[config.mk]
export PLATFORM = sky130hd
export DESIGN_NAME = bcd_updown_counter
export DESIGN_NICKNAME = d
export VERILOG_FILES = /design/src/rtl/counter_pkg.sv /design/src/rtl/bcd_to_7seg.sv /design/src/rtl/bcd_updown_counter.sv
export SDC_FILE = /design/constraint.sdc
export NUM_CORES = 1
export LEC_CHECK = 0
export CORE_ASPECT_RATIO = 1.5
export CORE_MARGIN = 3
export CORE_UTILIZATION = 50
export DETAILED_ROUTE_END_ITERATION = 7
export PLACE_DENSITY = 0.77
export SLEW_MARGIN = 10
export SYNTH_ARGS = -nofsm -noshare
export SYNTH_HDL_FRONTEND = slang
export SYNTH_SLANG_ARGS = --single-unit
[constraint.sdc]
create_clock -name clock -period 4.1 [get_ports clock]
set_clock_uncertainty 0.2 [all_clocks]
set_input_delay 0.41 -clock clock [delete_from_list [all_inputs] [get_ports clock]]
set_output_delay 0.41 -clock clock [all_outputs]
set_load 0.01 [all_outputs]
[src/rtl/counter_pkg.sv]
// Shared types, segment patterns and helpers
// for the BCD up/down counter.
package counter_pkg;

  typedef logic [3:0] bcd_t;

  // Active-low, bit 0 = segment a .. bit 6 = segment g
  localparam logic [6:0] SEG_0     = 7'b1000000;
  localparam logic [6:0] SEG_1     = 7'b1111001;
  localparam logic [6:0] SEG_2     = 7'b0100100;
  localparam logic [6:0] SEG_3     = 7'b0110000;
  localparam logic [6:0] SEG_4     = 7'b0011001;
  localparam logic [6:0] SEG_5     = 7'b0010010;
  localparam logic [6:0] SEG_6     = 7'b0000010;
  localparam logic [6:0] SEG_7     = 7'b1111000;
  localparam logic [6:0] SEG_8     = 7'b0000000;
  localparam logic [6:0] SEG_9     = 7'b0010000;
  localparam logic [6:0] SEG_BLANK = 7'b1111111;

  function automatic bcd_t bcd_clamp(input bcd_t v);
    return (v > 4'd9) ? 4'd9 : v;
  endfunction

endpackage

[src/rtl/bcd_to_7seg.sv]
// Combinational BCD digit to active-low
// seven-segment decode with blanking.
module bcd_to_7seg
  import counter_pkg::*;
(
  input  bcd_t       bcd,
  input  logic       blank,
  output logic [6:0] seg
);

  always_comb begin
    seg = SEG_BLANK;
    if (!blank) begin
      case (bcd)
        4'd0:    seg = SEG_0;
        4'd1:    seg = SEG_1;
        4'd2:    seg = SEG_2;
        4'd3:    seg = SEG_3;
        4'd4:    seg = SEG_4;
        4'd5:    seg = SEG_5;
        4'd6:    seg = SEG_6;
        4'd7:    seg = SEG_7;
        4'd8:    seg = SEG_8;
        4'd9:    seg = SEG_9;
        default: seg = SEG_BLANK;
      endcase
    end
  end

endmodule

[src/rtl/bcd_updown_counter.sv]
// N-digit BCD up/down counter with prescaler,
// parallel load, wrap pulse and 7-seg outputs.
module bcd_updown_counter
  import counter_pkg::*;
#(
  parameter int NDIG     = 4,
  parameter int TICK_DIV = 50_000_000,
  parameter int BLANK_LZ = 0
) (
  input  logic                    clock,
  input  logic                    reset,
  input  logic                    enable,
  input  logic                    up,
  input  logic                    load,
  input  logic [4*NDIG-1:0]       load_value,
  output logic [4*NDIG-1:0]       digits,
  output logic [0:NDIG-1][6:0]    segments,
  output logic                    wrap
);

  localparam int PW =
    (TICK_DIV > 1) ? $clog2(TICK_DIV) : 1;
  localparam logic [PW-1:0] PMAX =
    PW'(TICK_DIV - 1);

  logic [PW-1:0]     pcount_q, pcount_d;
  logic [4*NDIG-1:0] digits_q, digits_d;
  logic              wrap_q, wrap_d;

  logic              tick;
  logic              carry;
  logic [4*NDIG-1:0] step;
  logic [4*NDIG-1:0] clamped;

  assign tick = enable && (pcount_q == PMAX);

  // carry doubles as borrow; surviving all digits means a wrap
  always_comb begin
    step  = digits_q;
    carry = 1'b1;
    for (int i = 0; i < NDIG; i++) begin
      if (carry) begin
        if (up) begin
          if (digits_q[4*i +: 4] == 4'd9) begin
            step[4*i +: 4] = 4'd0;
          end else begin
            step[4*i +: 4] = digits_q[4*i +: 4] + 4'd1;
            carry = 1'b0;
          end
        end else begin
          if (digits_q[4*i +: 4] == 4'd0) begin
            step[4*i +: 4] = 4'd9;
          end else begin
            step[4*i +: 4] = digits_q[4*i +: 4] - 4'd1;
            carry = 1'b0;
          end
        end
      end
    end
  end

  always_comb begin
    clamped = '0;
    for (int i = 0; i < NDIG; i++) begin
      clamped[4*i +: 4] = bcd_clamp(load_value[4*i +: 4]);
    end
  end

  always_comb begin
    digits_d = digits_q;
    pcount_d = pcount_q;
    wrap_d   = 1'b0;
    if (load) begin
      digits_d = clamped;
      pcount_d = '0;
    end else if (tick) begin
      digits_d = step;
      wrap_d   = carry;
      pcount_d = '0;
    end else if (enable) begin
      pcount_d = pcount_q + 1'b1;
    end
  end

  always_ff @(posedge clock or posedge reset) begin
    if (reset) begin
      digits_q <= '0;
      pcount_q <= '0;
      wrap_q   <= 1'b0;
    end else begin
      digits_q <= digits_d;
      pcount_q <= pcount_d;
      wrap_q   <= wrap_d;
    end
  end

  assign digits = digits_q;
  assign wrap   = wrap_q;

  for (genvar g = 0; g < NDIG; g++) begin : g_seg
    logic blank;
    if (g == 0) begin : g_lsd
      assign blank = 1'b0;
    end else begin : g_hi
      assign blank = (BLANK_LZ != 0) &&
        (digits_q[4*NDIG-1:4*g] == '0);
    end
    bcd_to_7seg u_dec (
      .bcd   (digits_q[4*g +: 4]),
      .blank (blank),
      .seg   (segments[g])
    );
  end

endmodule
==> results.py <==
metrics = {
    "run_status": {
        "status": "finished clean",
    },
    "layout": {
        "n_antenna_cell": 0,
        "fin_nets": 546,
        "drive_gt1_frac": 0.05545,
        "area_delta_synth_final_pct": 22.46,
        "nFillCells": 627,
        "fin_cells": 583,
        "final_util": 0.6350,
    },
    "detailed_routing": {
        "routed_wl_um": 9585,
        "drc_errors": 0,
        "via_per_inst": 6.057,
        "ant_nets": 0,
        "vias": 3531,
        "drt_first_iter_violations": 190,
        "post_drt_wl_per_cell_um": 16.44,
        "dr.pass1.iters": 5,
    },
    "synthesis": {
        "synth_cell_types": 58,
        "synth_area_leaders": "dfrtp_1 (30%), ha_1 (7.3%), nor2_1 (5.1%)",
        "syn_area_um2": 3577,
        "synth_seq_cells": 43,
        "synth_cells": 451,
        "ys_warn_count": 0,
        "synth_top_area_frac": 0.3008,
        "syn_nets": 493,
        "async_flop_share": 1.000,
        "synth_edf_count": 0,
        "avgSynthCellArea_um2": 7.932,
        "yosysSeqAreaShare": 0.3008,
        "synth_top_cell_by_area": "dfrtp_1",
        "synth_top_flop_cell": "dfrtp_1",
    },
    "power_and_ir_drop": {
        "p_per_area_nw_per_um2": 335.9,
        "p_total_mw": 1.471,
        "ir_worst_vdd_v": 0.0002099,
        "power_leakage_nw": 1.805,
    },
    "clock_network": {
        "clk_latency_ns": 0.30,
        "root_buffer": "clkbuf_8",
        "clk_path_buf_depth": 2,
        "htree_levels": 2,
        "cts-buffers-inserted": 5,
        "tritoncts": "built",
        "post_cts_resized": 0,
        "cts_sinks": 43,
        "hold_buffers": 0,
        "cts_setup_buffers": 0,
        "path_clk_slew_ns": 0.08,
    },
    "floorplanning": {
        "initial_core_util": 0.5186,
        "core-area_um2": 6898,
        "boundaryPins": 66,
        "num_rows": 37,
        "die_w_um": 75.06,
        "die_y_um": 109.6,
        "die_area_um2": 8226,
    },
    "timing": {
        "max_slew_margin": 0.5272,
        "max_freq_mhz": 335.3,
        "fin_crit_ns": 2.982,
        "finalHoldViolations": 0,
        "worst_pin_slew_ns": 0.7092,
        "tns_ns": 0,
        "post-route-period-util": 0.7274,
        "rsz0062_at_grt": "false",
        "finalMaxSlewViolations": 0,
        "holdWs_ns": 0.3500,
        "setup_viol": 0,
    },
    "placed_design": {
        "dp_hpwl_um": 7111,
        "gp_congestion": 0.9693,
        "io_buffers": 65,
        "dp_cells": 575,
    },
    "setup_path": {
        "r2r_end": "digits[9]$_DFFE_PP0P_",
        "crit_fanout": 7,
        "arrival_ns": 2.37,
        "cp_data_required_time_ns": 3.49,
        "worstPathCellList": "inv_1 > ha_1 > or2_2 > a21oi_1 > a31oi_1 > clkdlybuf4s50_1",
        "worstSetupPathType": "flip-flop to output port",
        "cp_slowest_cell": "dfrtp_1",
        "end_kind": "output port",
        "rr_worst_depth": 7,
        "startpoint_type": "flip-flop",
        "reg2reg_from": "digits[5]$_DFFE_PP0P_",
        "slowest_delay_ns": 0.51,
        "r2r_setup_slack_ns": 1.23,
    },
    "global_routing": {
        "first_global_vias": 3435,
        "grt_use_met2": 0.4545,
        "use_met1": 0.2662,
        "grt_max_degree": 44,
        "grt_pass1_wl_um": 15660,
        "grtUsageTotal": 0.2403,
        "overflow": 0,
        "top_usage_layer": "met2",
        "antenna_found_initial": 0,
        "grt_util_met3": 0.02470,
    },
    "job": {
        "maxCapViolations": 0,
    },
    "worst_hold_path": {
        "hold_path_class": "input port to asynchronous set/reset pin",
    },
}
cell families after synthesis:
logic type               synth area share
flip-flops                         0.3008
XOR/XNOR                          0.06366
adder cells (fa/ha/maj)           0.07345
AND/OR/NAND/NOR                    0.2557
AO/OA/AOI/OAI                      0.2134
buffers and inverters             0.04897
multiplexers                      0.04407
Yosys cell counts (all sizes together) (6+ instances only):
master / number
mux2i: 9
nand2b: 7
clkbuf: 17
ha: 21
nand3: 20
a21oi: 31
nand2: 39
inv: 22
and4: 6
nor3: 18
o21ai: 36
dfrtp: 43
xor2: 13
xnor2: 13
nor2: 49
mux2: 6
nand4: 6
a31oi: 12
worst max path at each step:
stage,startpoint,endpoint,slack (ns),depth (start not counted)
CTS,digits[13]$_DFFE_PP0P_,segments[3],1.14,6
global placement,enable,pcount_q[23]$_DFFE_PP0P_,1.22,6
finish,digits[13]$_DFFE_PP0P_,segments[3],1.12,6
floorplan,digits[4]$_DFFE_PP0P_,digits[9]$_DFFE_PP0P_,1.55,7
global route,digits[13]$_DFFE_PP0P_,segments[3],0.98,6
detailed placement,enable,pcount_q[23]$_DFFE_PP0P_,1.15,6
where the power goes:
group	internal [mW]	leakage (nW)	switching, mW	total [mW]
combinational	0.315	1.17	0.292	0.607
sequential	0.445	0.573	0.0735	0.519
clock	0.197	0.0612	0.149	0.346
flip-flops by register name, summed over array words and instances, names as in the netlist:
name / flops
wrap: 1
pcount_q: 26
digits: 16
layer usage:
metal / vias to the layer above / part of all wire
met1: 1691 / 0.39
met4: 0 / 0.021
li1: 1732 / -
met2: 89 / 0.56
met3: 19 / 0.031
met5: - / 0
per-stage QoR:
stage | setup WS, ns | area [um2]
after floorplan | 1.552 | 3577
after global placement | 1.216 | 4263
after detailed placement | 1.155 | 4263
after CTS | 1.139 | 4380
after global routing | 0.9819 | 4380
final | 1.118 | 4380
final cells by class:
type / count / area [um2] / area share
Sequential cell: 43 / 1076 / 0.2456
Tap cell: 78 / 97.59 / 0.02228
Timing Repair Buffer: 68 / 673.1 / 0.1537
Inverter: 24 / 90.09 / 0.02057
Clock buffer: 6 / 82.58 / 0.01885
Clock inverter: 2 / 35.03 / 0.007998
Multi-Input combinational cell: 362 / 2326 / 0.5310
critical path, delay by kind of cell (launching register included):
| kind | cells | cell delay, ns |
|---|---|---|
| compound gates | 2 | 0.26 |
| fa+ha+maj | 1 | 0.29 |
| buf+inv | 2 | 0.71 |
| flops | 1 | 0.51 |
| simple gates | 1 | 0.29 |
cell usage in the layout, fill, tap and decap left out, types with 4 or more instances in the layout:
cell type	count
and4_1	6
nand3_1	19
nand2b_1	7
o21ai_0	36
xnor2_1	13
dfrtp_1	43
a31oi_1	11
nand3b_1	5
or3_1	5
inv_1	22
mux2i_1	9
o2111ai_1	4
ha_1	21
and3_1	4
clkbuf_8	6
nand2_1	39
nor2_1	49
or2_2	4
nand4_1	6
mux2_2	6
nor3_1	18
clkdlybuf4s50_1	65
and2_1	4
a21oi_1	31
xor2_1	13
Power figures use the tool's default switching activity.
